### config.mk
export PLATFORM = sky130hd
export DESIGN_NAME = arb8_rr_ctrl
export DESIGN_NICKNAME = d
export VERILOG_FILES = /design/src/rtl/arb_pkg.sv /design/src/rtl/rr_pick8.sv /design/src/rtl/arb8_rr_ctrl.sv
export SDC_FILE = /design/constraint.sdc
export NUM_CORES = 1
export LEC_CHECK = 0
export ABC_AREA = 1
export CAP_MARGIN = 15
export CORE_AREA = 4 4 61 63
export DETAILED_ROUTE_END_ITERATION = 6
export DIE_AREA = 0 0 65 67
export GPL_TIMING_DRIVEN = 0
export PLACE_DENSITY = 0.83
export REMOVE_ABC_BUFFERS = 1
export SYNTH_ARGS = -nofsm -noshare
export SYNTH_HDL_FRONTEND = slang
export SYNTH_SLANG_ARGS = --single-unit
export TNS_END_PERCENT = 50
### constraint.sdc
create_clock -name clk -period 6.2 [get_ports clk]
set_input_delay 1.55 -clock clk [delete_from_list [all_inputs] [get_ports clk]]
set_output_delay 1.55 -clock clk [all_outputs]
set_load 0.1 [all_outputs]
### src/rtl/arb_pkg.sv
// Shared types and constants for the 8-requester arbiter.
package arb_pkg;

  localparam int N_REQ = 8;
  localparam int IDX_W = 3;

  typedef enum logic [1:0] {
    IDLE  = 2'd0,
    GRANT = 2'd1,
    GAP   = 2'd2
  } arb_state_e;

  // Expand a requester index into a one-hot grant vector.
  function automatic logic [N_REQ-1:0] onehot8(input logic [IDX_W-1:0] idx);
    logic [N_REQ-1:0] vec;
    vec = {{(N_REQ-1){1'b0}}, 1'b1} << idx;
    return vec;
  endfunction

endpackage

### src/rtl/rr_pick8.sv
// Combinational winner selection: rotate the request vector so the
// search start lands on bit 7, take the highest set bit, rotate back.
module rr_pick8
  import arb_pkg::*;
(
  input  logic [N_REQ-1:0] req,
  input  logic [IDX_W-1:0] start,
  input  logic             mode,
  output logic [IDX_W-1:0] win,
  output logic             any
);

  logic [IDX_W-1:0] eff_start_s;
  logic [IDX_W-1:0] shift_s;
  logic [N_REQ-1:0] rot_s;
  logic [IDX_W-1:0] pos_s;

  // Rotate so that req[start] maps to rot[7]; lower rot bits continue the descending order.
  always_comb begin
    eff_start_s = mode ? start : 3'd7;
    shift_s     = eff_start_s + 3'd1;
    for (int j = 0; j < N_REQ; j++) begin
      rot_s[j] = req[3'(j) + shift_s];
    end
  end

  // Highest-index priority encode of the rotated vector, then undo the rotation.
  always_comb begin
    pos_s = 3'd0;
    for (int j = 0; j < N_REQ; j++) begin
      if (rot_s[j]) begin
        pos_s = 3'(j);
      end else begin
        pos_s = pos_s;
      end
    end
    win = pos_s + shift_s;
    any = |req;
  end

endmodule

### src/rtl/arb8_rr_ctrl.sv
// 8-requester arbiter: fixed-priority or round-robin winner selection,
// grant held until release, request drop or hold timeout, then one dead cycle.
module arb8_rr_ctrl
  import arb_pkg::*;
#(
  parameter int MAX_HOLD = 16,
  parameter int CNT_W    = 5
) (
  input  logic             clk,
  input  logic             rst_n,
  input  logic             en,
  input  logic             mode,
  input  logic [N_REQ-1:0] req,
  input  logic             done,
  output logic [N_REQ-1:0] gnt,
  output logic [IDX_W-1:0] gnt_id,
  output logic             gnt_valid,
  output logic             timeout
);

  // A zero MAX_HOLD turns the hold limit off entirely.
  localparam logic             TIMEOUT_EN = (MAX_HOLD != 0);
  localparam logic [CNT_W-1:0] HOLD_LAST  = CNT_W'(MAX_HOLD - 1);

  arb_state_e       state_q, state_d;
  logic [CNT_W-1:0] hold_cnt_q, hold_cnt_d;
  logic [IDX_W-1:0] last_id_q, last_id_d;
  logic [N_REQ-1:0] gnt_q, gnt_d;
  logic [IDX_W-1:0] gnt_id_q, gnt_id_d;
  logic             gnt_valid_q, gnt_valid_d;
  logic             timeout_q, timeout_d;

  logic [IDX_W-1:0] pick_start_s;
  logic [IDX_W-1:0] pick_win_s;
  logic             pick_any_s;

  // Round-robin search begins just below the previous winner (wraps 0 -> 7).
  assign pick_start_s = last_id_q - 3'd1;

  rr_pick8 u_pick (
    .req   (req),
    .start (pick_start_s),
    .mode  (mode),
    .win   (pick_win_s),
    .any   (pick_any_s)
  );

  // Next-state and next-output logic for the IDLE/GRANT/GAP sequence.
  always_comb begin
    state_d     = state_q;
    hold_cnt_d  = hold_cnt_q;
    last_id_d   = last_id_q;
    gnt_d       = gnt_q;
    gnt_id_d    = gnt_id_q;
    gnt_valid_d = gnt_valid_q;
    timeout_d   = 1'b0;
    case (state_q)
      IDLE: begin
        if (en && pick_any_s) begin
          state_d     = GRANT;
          hold_cnt_d  = {CNT_W{1'b0}};
          last_id_d   = pick_win_s;
          gnt_d       = onehot8(pick_win_s);
          gnt_id_d    = pick_win_s;
          gnt_valid_d = 1'b1;
        end else begin
          gnt_d       = {N_REQ{1'b0}};
          gnt_valid_d = 1'b0;
        end
      end
      GRANT: begin
        hold_cnt_d = hold_cnt_q + CNT_W'(1);
        // Release order matters: en, done and request drop never flag a timeout.
        if (!en || done || !req[gnt_id_q]) begin
          state_d     = GAP;
          gnt_d       = {N_REQ{1'b0}};
          gnt_valid_d = 1'b0;
        end else if (TIMEOUT_EN && (hold_cnt_q == HOLD_LAST)) begin
          state_d     = GAP;
          gnt_d       = {N_REQ{1'b0}};
          gnt_valid_d = 1'b0;
          timeout_d   = 1'b1;
        end else begin
          state_d = GRANT;
        end
      end
      GAP: begin
        state_d     = IDLE;
        gnt_d       = {N_REQ{1'b0}};
        gnt_valid_d = 1'b0;
      end
      default: begin
        state_d     = IDLE;
        gnt_d       = {N_REQ{1'b0}};
        gnt_valid_d = 1'b0;
      end
    endcase
  end

  // State, counters and registered outputs; reset clears everything immediately.
  always_ff @(posedge clk or negedge rst_n) begin
    if (!rst_n) begin
      state_q     <= IDLE;
      hold_cnt_q  <= {CNT_W{1'b0}};
      last_id_q   <= 3'd0;
      gnt_q       <= {N_REQ{1'b0}};
      gnt_id_q    <= 3'd0;
      gnt_valid_q <= 1'b0;
      timeout_q   <= 1'b0;
    end else begin
      state_q     <= state_d;
      hold_cnt_q  <= hold_cnt_d;
      last_id_q   <= last_id_d;
      gnt_q       <= gnt_d;
      gnt_id_q    <= gnt_id_d;
      gnt_valid_q <= gnt_valid_d;
      timeout_q   <= timeout_d;
    end
  end

  assign gnt       = gnt_q;
  assign gnt_id    = gnt_id_q;
  assign gnt_valid = gnt_valid_q;
  assign timeout   = timeout_q;

endmodule
==> impl_results.md <==
* Main area contributors after synthesis: dfrtp_1, nand2_1, inv_1
* Max-cap violations at 0
* First-pass GRT wire length at 5670 um
* GRT Resource Usage Total at 0.161
* Cts repair resizes at 0
* Area after DPL at 1830 sq um
* EDFF count, synth at 0
* Tightest Pin Transition at 0.972 ns
* Most common cell in the netlist: nand2_1
* Vias per cell at 4.98
* Syn_area_per_cell at 6.82 sq um
* Gr busiest metal: met2
* Synth top cells by count: nand2_1, inv_1, dfrtp_1, nand3_1, nor2_1
* Clock transition at path regs at 0.11 ns
* CP max-delay cell: clkdlybuf4s50_1
* GR Util met1 at 0.195
* CP Launch Type: primary input
* Sequential area share after synthesis at 0.323
* Final Hold Vio Count at 0
* HP Class: flop to flop
* Routed WL per cell at 10.7 um
* CP Max Fanout at 17
* Met2 Resource Use GR at 0.298
* Clock Skew at 0.00428 ns
* FFs w/ async S/R, synth at 1.00
* Final instance area at 1880 sq um
* Crit path capture type: flop
* Worst Path Arrival at 5.16 ns
* Post-synthesis register bit count at 20
* Dpl hpwl at 2490 um
* Total wire length at 3210 um
* Worst path max stage delay at 0.61 ns
* Core area at 3230 sq um
* RSZ-0062 raised after global routing: no
* Rows at 21
* Hold-fix buffers, CTS at 0
* Yosys Warn Count at 0
* Critical path's top delay family: simple AND/OR/NAND/NOR gates
* CP required at 6.40 ns
* RD Place Congestion at 0.874
* Starting Density at 0.479
* Post-CTS Setup Repair Bufs at 0
* Routed via count at 1488
* Worst-path cell chain: clkdlybuf4s50_1 > nand2_4 > ha_1 > inv_4 > xor2_2 > nand2_1 > nand2_1 > nand3_1 > nand2_1 > nand2_1 > nand2_1 > nand2_1 > nand2_1 > nand2_1 > nand2_1 > ha_1 > inv_1 > fa_1 > xor2_1 > inv_1 > nand2_2 > nand2_2 > nand2_1 > nand2_1
* Status: complete, no violations
* Period utilisation layout at 0.800
* Synth top area share at 0.323
* Yosys cell types at 31
* Synth Instances at 227
* Vias in the first global route at 1402
* Antenna cells at 0
* Worst hold margin at 0.499 ns
* Pins Over Slew Limit at 0
* Final TNS setup at 0 ns
* Final #Nets at 274
* Critical path type: primary input to flop
* DR iter-0 viols at 66
* Cell mode on critical path: nand2_1
* Final setup fails at 0
* Non-Filler Instances at 299
* I/O Buffers at 25
* Final routed DRC violation total at 0
* Clock buffer depth at 2
* Die area at 4360 sq um
* Die Span X at 65 um
* Met3 GRT Util at 0.0152
* Share of layout cells above drive strength 1 at 0.0751
* Post-synth top area cell: dfrtp_1
* Routed Antenna Nets at 0
* Tmin final at 4.96 ns
* Die H at 67 um
* Ys flop type: dfrtp_1
* Rel. slew slack at 0.350
* CTS Root Cell: clkbuf_4
* Worst Path Buf+Inv at 4
* Largest net degree at the start of global routing at 21
* Worst skew pair latency at 0.30 ns
* Cts bufs inserted at 3
* Placed Instances at 295
* CTS tree: done
* Remaining Overflow, GRT at 0
* Drt pass-1 iters at 4
* Initial antenna violation count at 0
* Synth Cell Area at 1550 sq um
* Clock Sinks at 20
* I/O pins at 26
* Max Fclk at 202 MHz
* CTS HTree Levels at 1
* Synth-to-Final Area Change at 21.6%
==> routing by layer <==
metal  vias up  routed length, um
met2        28               1600
met3         6                 74
met4         0                 43
met1       673               1490
li1        781                  -
met5         -                  0
==> layout make-up <==
type                            instances  area, sq um
Clock buffer                            3         22.5
Timing Repair Buffer                   25          250
Tap cell                               46         57.6
Inverter                               32          123
Clock inverter                          1         30.0
Multi-Input combinational cell        172          898
Fill cell                             316         1350
Sequential cell                        20          500
==> worst paths after layout <==
kind / start / end / slack (ns) / cells past startpoint
worst min register to register: gnt[1] / gnt[1] / 0.50 / 2
worst max-delay path: mode / gnt[2] / 1.24 / 24
min in group asynchronous: rst_n / gnt[1] / 1.72 / 1
worst max register to register: gnt_id[0] / gnt[2] / 2.27 / 25
worst min-delay path: gnt[1] / gnt[1] / 0.50 / 2
max in group asynchronous: rst_n / state_q[0] / 3.96 / 1
==> through the flow <==
stage          utilization  setup WS, ns
3_3_place_gp         0.566         0.994
2_1_floorplan            -          1.88
4_1_cts              0.582          1.24
5_1_grt              0.582         0.907
3_5_place_dp         0.566         0.937
6_report             0.582          1.24
==> cell families after synthesis <==
family / Yosys count / synth area share
AOI/OAI and AO/OA: 30 / 0.114
xor gates and xnor gates: 4 / 0.0323
adders and majority gates: 7 / 0.0614
buffers and inverters: 35 / 0.0962
DFF: 20 / 0.323
muxes: 1 / 0.00647
and+or+nand+nor: 130 / 0.366
==> layout by cell type, fill, tap and decap left out, types with 2 or more instances in the layout <==
cell type        count
xor2_2               2
nor2_4               2
nor4_1               2
clkdlybuf4s50_1     25
nand3_1             20
o22ai_1              2
clkbuf_4             3
nand4_1              2
o21ai_0              8
o21ai_1              6
nand2_2              4
nand2_1             86
o21ai_2              4
xor2_1               2
nor2_1              10
inv_1               30
ha_1                 6
a21oi_1              6
dfrtp_1             20
==> sequential cells by signal, summed over array words and instances, names as in the netlist <==
register and flops:
gnt 8, gnt_id 3, gnt_valid 1, hold_cnt_q 5, state_q 2, timeout 1
==> tightest hold or removal path: cells and delay by family (launching register included) <==
| family | cells | cell delay (ns) |
|---|---|---|
| flops | 1 | 0.36 |
| simple gates | 2 | 0.11 |
Power is not shown: default switching activity piles up to over one toggle a cycle in this logic, so the estimate is an artifact.
